==> config.mk <==
export PLATFORM = sky130hd
export DESIGN_NAME = mul_div_unit
export DESIGN_NICKNAME = d
export VERILOG_FILES = /design/src/rtl/mul_div_unit.sv
export SDC_FILE = /design/constraint.sdc
export NUM_CORES = 1
export LEC_CHECK = 0
export BUFFER_PORTS_ARGS = -buffer_cell sky130_fd_sc_hd__buf_2
export CAP_MARGIN = 10
export CORE_UTILIZATION = 45
export CTS_CLUSTER_DIAMETER = 30
export CTS_CLUSTER_SIZE = 28
export DETAILED_ROUTE_END_ITERATION = 8
export PLACE_DENSITY = 0.68
export SLEW_MARGIN = 20
export SYNTH_ARGS = -nofsm -noshare
export SYNTH_HDL_FRONTEND = slang
export SYNTH_SLANG_ARGS = --single-unit
==> constraint.sdc <==
create_clock -name clk -period 4.8 [get_ports clk]
set_input_delay 0.48 -clock clk [delete_from_list [all_inputs] [get_ports clk]]
set_output_delay 0.48 -clock clk [all_outputs]
set_load 0.005 [all_outputs]
==> src/rtl/mul_div_unit.sv <==
`default_nettype none
// ============================================================================
// Module      : mul_div_unit
// Description : Iterative RV32M multiply/divide unit feeding the register
//               file write port. Shift-add multiplier and restoring divider
//               share one hi/lo datapath. Optional MULDIV_EARLY_OUT_EN skips
//               the iteration for trivial/special operands.
// Revision    : 1.0 - initial release
// ============================================================================
module mul_div_unit #(
    parameter int XLEN  = 32,
    parameter int CNT_W = 6
) (
    input  logic            clk,
    input  logic            rst,
    input  logic            start,
    input  logic [2:0]      funct3,
    input  logic [XLEN-1:0] rs1_val,
    input  logic [XLEN-1:0] rs2_val,
    input  logic [4:0]      rd_addr,
    output logic            busy,
    output logic            done,
    output logic            wb_we,
    output logic [4:0]      wb_addr,
    output logic [XLEN-1:0] wb_data
);

    localparam logic [1:0] c_st_idle = 2'd0;
    localparam logic [1:0] c_st_calc = 2'd1;
    localparam logic [1:0] c_st_fix  = 2'd2;
    localparam logic [1:0] c_st_done = 2'd3;

    localparam logic [CNT_W-1:0] c_cnt_last = CNT_W'(XLEN - 1);
    localparam logic [XLEN-1:0]  c_min      = {1'b1, {(XLEN-1){1'b0}}};

    logic [1:0]      state_q, state_d;
    logic [CNT_W-1:0] cnt_q, cnt_d;
    logic [2:0]      funct3_q, funct3_d;
    logic [XLEN-1:0] a_mag_q, a_mag_d;
    logic [XLEN-1:0] b_mag_q, b_mag_d;
    logic [XLEN-1:0] hi_q, hi_d;
    logic [XLEN-1:0] lo_q, lo_d;
    logic            neg_q, neg_d;
    logic            rneg_q, rneg_d;
    logic            div_zero_q, div_zero_d;
    logic            ovf_q, ovf_d;
    logic [4:0]      wb_addr_q, wb_addr_d;
    logic [XLEN-1:0] wb_data_q, wb_data_d;

    logic            w_a_signed, w_b_signed, w_a_neg, w_b_neg;
    logic [XLEN-1:0] w_a_mag, w_b_mag;
    logic            w_div_zero, w_ovf, w_mul_zero;
    logic [XLEN:0]   w_sum, w_shift, w_diff;
    logic [2*XLEN-1:0] w_prod, w_prod_s;
    logic [XLEN-1:0] w_quo, w_rem, w_result;

    // Operand conditioning: funct3 1,2,4,6 treat a as signed; 1,4,6 treat b as signed.
    assign w_a_signed = (funct3 == 3'd1) || (funct3 == 3'd2) || (funct3 == 3'd4) || (funct3 == 3'd6);
    assign w_b_signed = (funct3 == 3'd1) || (funct3 == 3'd4) || (funct3 == 3'd6);
    assign w_a_neg    = w_a_signed && rs1_val[XLEN-1];
    assign w_b_neg    = w_b_signed && rs2_val[XLEN-1];
    assign w_a_mag    = w_a_neg ? (~rs1_val + 1'b1) : rs1_val;
    assign w_b_mag    = w_b_neg ? (~rs2_val + 1'b1) : rs2_val;
    assign w_div_zero = funct3[2] && (rs2_val == '0);
    assign w_ovf      = funct3[2] && !funct3[0] && (rs1_val == c_min) && (rs2_val == '1);
    assign w_mul_zero = !funct3[2] && ((rs1_val == '0) || (rs2_val == '0));

    assign w_sum   = {1'b0, hi_q} + (lo_q[0] ? {1'b0, a_mag_q} : {(XLEN+1){1'b0}});
    assign w_shift = {hi_q, lo_q[XLEN-1]};
    assign w_diff  = w_shift - {1'b0, b_mag_q};

    assign w_prod   = {hi_q, lo_q};
    assign w_prod_s = neg_q ? (~w_prod + 1'b1) : w_prod;
    assign w_quo    = neg_q ? (~lo_q + 1'b1) : lo_q;
    assign w_rem    = rneg_q ? (~hi_q + 1'b1) : hi_q;

    always_comb begin
        w_result = '0;
        case (funct3_q)
            3'd0:          w_result = w_prod_s[XLEN-1:0];
            3'd1, 3'd2, 3'd3: w_result = w_prod_s[2*XLEN-1:XLEN];
            3'd4, 3'd5: begin
                if (div_zero_q)  w_result = '1;
                else if (ovf_q)  w_result = c_min;
                else             w_result = w_quo;
            end
            default: begin
                // Remainder by zero returns the original dividend.
                if (div_zero_q)  w_result = rneg_q ? (~a_mag_q + 1'b1) : a_mag_q;
                else if (ovf_q)  w_result = '0;
                else             w_result = w_rem;
            end
        endcase
    end

    always_comb begin
        state_d    = state_q;
        cnt_d      = cnt_q;
        funct3_d   = funct3_q;
        a_mag_d    = a_mag_q;
        b_mag_d    = b_mag_q;
        hi_d       = hi_q;
        lo_d       = lo_q;
        neg_d      = neg_q;
        rneg_d     = rneg_q;
        div_zero_d = div_zero_q;
        ovf_d      = ovf_q;
        wb_addr_d  = wb_addr_q;
        wb_data_d  = wb_data_q;
        case (state_q)
            c_st_idle: begin
                if (start) begin
                    funct3_d   = funct3;
                    wb_addr_d  = rd_addr;
                    a_mag_d    = w_a_mag;
                    b_mag_d    = w_b_mag;
                    neg_d      = w_a_neg ^ w_b_neg;
                    rneg_d     = w_a_neg;
                    div_zero_d = w_div_zero;
                    ovf_d      = w_ovf;
                    hi_d       = '0;
                    lo_d       = funct3[2] ? w_a_mag : w_b_mag;
                    cnt_d      = '0;
                    state_d    = c_st_calc;
`ifdef MULDIV_EARLY_OUT_EN
                    if (w_mul_zero) begin
                        lo_d = '0;
                    end
                    if (w_div_zero || w_ovf || w_mul_zero) begin
                        state_d = c_st_fix;
                    end
`endif
                end
            end
            c_st_calc: begin
                if (funct3_q[2]) begin
                    // Restoring step: keep the trial difference when it did not borrow.
                    if (!w_diff[XLEN]) begin
                        hi_d = w_diff[XLEN-1:0];
                        lo_d = {lo_q[XLEN-2:0], 1'b1};
                    end else begin
                        hi_d = w_shift[XLEN-1:0];
                        lo_d = {lo_q[XLEN-2:0], 1'b0};
                    end
                end else begin
                    hi_d = w_sum[XLEN:1];
                    lo_d = {w_sum[0], lo_q[XLEN-1:1]};
                end
                if (cnt_q == c_cnt_last) begin
                    cnt_d   = '0;
                    state_d = c_st_fix;
                end else begin
                    cnt_d = cnt_q + 1'b1;
                end
            end
            c_st_fix: begin
                wb_data_d = w_result;
                state_d   = c_st_done;
            end
            default: begin
                state_d = c_st_idle;
            end
        endcase
    end

    always_ff @(posedge clk or negedge rst) begin
        if (!rst) begin
            state_q    <= c_st_idle;
            cnt_q      <= '0;
            funct3_q   <= '0;
            a_mag_q    <= '0;
            b_mag_q    <= '0;
            hi_q       <= '0;
            lo_q       <= '0;
            neg_q      <= 1'b0;
            rneg_q     <= 1'b0;
            div_zero_q <= 1'b0;
            ovf_q      <= 1'b0;
            wb_addr_q  <= '0;
            wb_data_q  <= '0;
        end else begin
            state_q    <= state_d;
            cnt_q      <= cnt_d;
            funct3_q   <= funct3_d;
            a_mag_q    <= a_mag_d;
            b_mag_q    <= b_mag_d;
            hi_q       <= hi_d;
            lo_q       <= lo_d;
            neg_q      <= neg_d;
            rneg_q     <= rneg_d;
            div_zero_q <= div_zero_d;
            ovf_q      <= ovf_d;
            wb_addr_q  <= wb_addr_d;
            wb_data_q  <= wb_data_d;
        end
    end

    assign busy    = (state_q != c_st_idle);
    assign done    = (state_q == c_st_done);
    assign wb_we   = done && (wb_addr_q != 5'd0);
    assign wb_addr = wb_addr_q;
    assign wb_data = wb_data_q;

endmodule
`default_nettype wire

==> flow_summary_export.csv <==
group,metric,value,unit
run_status,outcome,"finished, final reports clean",
clocking,cts.sinks,180,
placement,pre_cts_ws,0.9466,ns
finish,n_antenna_cell,0,
critical_path,reg2reg_slack,0.86,ns
finish,fin_area,18300,um^2
timing,fin_skew,0.02178,ns
floorplan,fp.dieW,195.2,um
clocking,htreeDepth,4,
placement,io_buffers,114,
critical_path,cp.required,5.15,ns
worst_hold_path,holdPathEnd,"wb_addr[3]",
finish,fillers,3588,
yosys,synthSimpleGateAreaFrac,0.1970,
finish,drive_above_1_share,0.1178,
clocking,postCtsSetupBuffers,0,
timing,period_needed,3.939,ns
routing,viasPerCell,6.350,
critical_path,crit_fanout,17,
timing,finalWorstSetupSlack,0.8612,ns
critical_path,cp_data_arrival_time,4.29,ns
timing,max_freq,0.2539,GHz
clocking,clkTransAtPathRegs,0.07,ns
critical_path,r2r-start,"hi_q[0]",
critical_path,timing.rr.end,"hi_q[22]",
timing,finalSetupViolCount,0,
timing,hold_violations,0,
placement,gp_congestion,0.9936,
routing,detail-route-antenna-nets,0,
yosys,synth-edff-count,0,
clocking,clockBufferDepth,2,
clocking,numCtsBuffers,17,
critical_path,crit_top_cell,"a21oi_1",
floorplan,row_count,70,
clocking,clk_latency,0.47,ns
yosys,synth.avg_cell_area,7.982,um^2
floorplan,coreArea,36700,um^2
yosys,yosys.area_share.adder,0.05826,
pwr,power.leakage,7.778,nW
clocking,cts_resized,0,
clocking,cts_tree,"yes",
placement,place_hpwl,49.24,mm
yosys,synthCells,2104,
routing,wl,62.65,mm
critical_path,worstPathCellList,"inv_1 > fa_1 > nand2b_1 > a21oi_1 > o31a_1 > a32oi_1 > a21oi_1 > xor2_4 > buf_4 > mux2i_1 > nor2_1 > a221o_1",
worst_hold_path,worstHoldPathCells,2,
job,drv_cap,0,
global_routing,grt_max_degree,119,
placement,place_inst,2583,
worst_hold_path,hold_class,"input port to flop",
finish,stdcell_count,2616,
global_routing,grt_pass1_wl,94.88,mm
floorplan,die_height,195.2,um
timing,grt_setup_unrepaired,"false",
timing,holdWs,0.2424,ns
critical_path,cpPeakStageDelay,0.56,ns
routing,post-route-drc-count,0,
yosys,ys_seq_area_frac,0.2682,
timing,tightest_slew,1.101,ns
finish,final_nets,2287,
global_routing,grt_usage,0.3277,
timing,slew_violations,0,
routing,drt_iter0_drc,1634,
yosys,syn_nets,2256,
routing,drtPass1Iterations,8,
floorplan,fp.dieArea,38100,um^2
pwr,vdd_ir_drop_max,0.0003612,V
critical_path,rr_worst_depth,12,
critical_path,end_kind,"flop",
finish,fin_util,0.4986,
yosys,synth_seq_cells,180,
yosys,synthFlopType,"dfrtp_1",
finish,syn_to_final_growth,8.947,%
pwr,power.density,694.8,nW/um^2
yosys,synth_xor_area_frac,0.1189,
pwr,total_power,12.71,mW
timing,max_slew_margin,0.2660,
critical_path,critPathLaunchType,"flop",
yosys,syn_area,16790,um^2
routing,avgRoutedWirePerCell,23.95,um
global_routing,antenna_found_initial,1,
timing,final.setup.tns,0,ns
yosys,synth_warnings,0,
yosys,synth_top_family_by_area,"compound AO/OA/AOI/OAI gates",
global_routing,grt_overflow_total,0,
timing,period_share,0.8206,
yosys,async_reset_ff_frac,1.000,
yosys,synthMuxAreaShare,0.05349,
yosys,synth_compound_area_frac,0.2499,
routing,num_vias,16610,
floorplan,ioPinCount,115,
yosys,yosysUniqueCellTypes,86,
global_routing,grt_pass1_vias,15860,
critical_path,path_class,"flop to flop",
worst_hold_path,min-delay-start,"rd_addr[3]",
floorplan,start_util,0.4577,
critical_path,slowest_stage,"dfrtp_1",
placement,placed_area,17700,um^2
clocking,cts_root_buf,"clkbuf_16",
[flip-flops by register name (all words and copies together) (netlist names), 3 cells and up]
name / cells
cnt_q: 6
b_mag_q: 32
wb_data: 32
lo_q: 32
hi_q: 32
funct3_q: 3
wb_addr: 5
a_mag_q: 32
[where the power goes]
group / internal [mW] / switching [mW] / leakage (nW)
Combinational: 3.12 / 4.88 / 5.26
Sequential: 2.17 / 1.11 / 2.24
Clock: 0.737 / 0.709 / 0.282
[cells in the final DEF (no fill, tap or decap), types with 28 or more instances in the layout]
cell type / netlist / routed
mux2i_1: 65 / 65
ha_1: 75 / 75
nand2b_1: 34 / 34
o21ai_0: 207 / 207
a221oi_1: 36 / 36
a21o_1: 40 / 40
nand3_1: 28 / 28
a21oi_1: 114 / 114
nor2_1: 139 / 138
nand2_1: 230 / 229
xor2_1: 67 / 66
buf_2: 11 / 113
o31ai_1: 43 / 43
and2_1: 41 / 41
dfrtp_1: 180 / 177
inv_1: 74 / 74
buf_4: 5 / 40
nor3_1: 54 / 54
xnor2_1: 161 / 161
[cells in the mapped netlist, types with 6 or more instances]
master | number | share of area
buf_2 | 11 | 0.0033
a21oi_1 | 114 | 0.034
ha_1 | 75 | 0.056
nand3_1 | 28 | 0.0083
nor4_1 | 17 | 0.0063
nand4_1 | 20 | 0.0074
nor3_1 | 54 | 0.016
o31ai_1 | 43 | 0.019
o21bai_1 | 7 | 0.0031
a41oi_1 | 6 | 0.0031
nor2_1 | 139 | 0.031
a21o_1 | 40 | 0.018
buf_1 | 10 | 0.0022
a22oi_1 | 20 | 0.0089
dfrtp_1 | 180 | 0.27
nand3b_1 | 6 | 0.0027
or2_2 | 9 | 0.0034
xnor2_1 | 161 | 0.084
mux2i_1 | 65 | 0.039
nand2_1 | 230 | 0.051
xor2_1 | 67 | 0.035
nor2b_1 | 15 | 0.0056
o221ai_1 | 22 | 0.011
a221o_1 | 16 | 0.0095
o22ai_1 | 7 | 0.0026
and2_1 | 41 | 0.015
o2111ai_1 | 6 | 0.0031
or4_1 | 15 | 0.0067
a221oi_1 | 36 | 0.019
mux2_2 | 22 | 0.015
inv_1 | 74 | 0.017
or3_1 | 25 | 0.0093
o211ai_1 | 11 | 0.0049
a211o_1 | 6 | 0.0031
clkbuf_1 | 109 | 0.024
o41ai_1 | 16 | 0.0083
a211oi_1 | 13 | 0.0058
o21ai_0 | 207 | 0.062
a31oi_1 | 22 | 0.0082
o21a_1 | 9 | 0.0040
nand2b_1 | 34 | 0.013
o21ai_1 | 6 | 0.0018
[worst max-delay path: cells and delay by family (launching register included)]
family | cells | cell delay (ns)
AO/OA/AOI/OAI | 5 | 1.39
XOR/XNOR | 1 | 0.54
adder cells (fa/ha/maj) | 1 | 0.44
buffers and inverters | 2 | 0.44
flip-flops | 1 | 0.56
multiplexers | 1 | 0.19
AND/OR/NAND/NOR | 2 | 0.25
[kinds of logic (layout without fill, tap and decap cells)]
kind of cell             after synthesis  after routing
AO/OA/AOI/OAI                        641            641
AND/OR/NAND/NOR                      672            672
adder cells (fa/ha/maj)               77             77
flip-flops                           180            180
XOR/XNOR                             228            228
buffers and inverters                219            263
multiplexers                          87             87
[area by class of cell]
cell class / count / area (um^2) / share of cell area
Inverter: 75 / 281.5 / 0.01539
Multi-Input combinational cell: 1705 / 11420 / 0.6243
Sequential cell: 180 / 4508 / 0.2464
Clock buffer: 17 / 425.4 / 0.02325
Clock inverter: 15 / 163.9 / 0.008958
Tap cell: 468 / 585.6 / 0.03200
Timing Repair Buffer: 156 / 909.6 / 0.04971
[routing by layer]
metal / vias up / routed length, um / global-route usage
li1: 7702 / - / -
met3: 138 / 5217 / 0.05976
met2: 795 / 27520 / 0.4975
met1: 7976 / 26980 / 0.4506
met4: 0 / 2936 / 0.1525
met5: - / 0 / 0
[worst max path at each step]
stage	start	endpoint	slack (ns)	cells after the start
6_report	hi_q[0]	hi_q[22]	0.86	12
5_1_grt	hi_q[0]	hi_q[22]	0.65	12
4_1_cts	hi_q[0]	hi_q[22]	0.90	12
3_5_place_dp	hi_q[0]	hi_q[22]	0.95	12
3_3_place_gp	hi_q[0]	hi_q[22]	1.03	12
2_1_floorplan	hi_q[0]	hi_q[0]	1.49	14
[what timing repair did]
item / 4_1_cts / 5_1_grt
hold endpoints to repair: 1 / 0
hold buffers: 1 / 0
endpoints found under the setup margin: 0 / 0
Power figures use the tool's default switching activity.
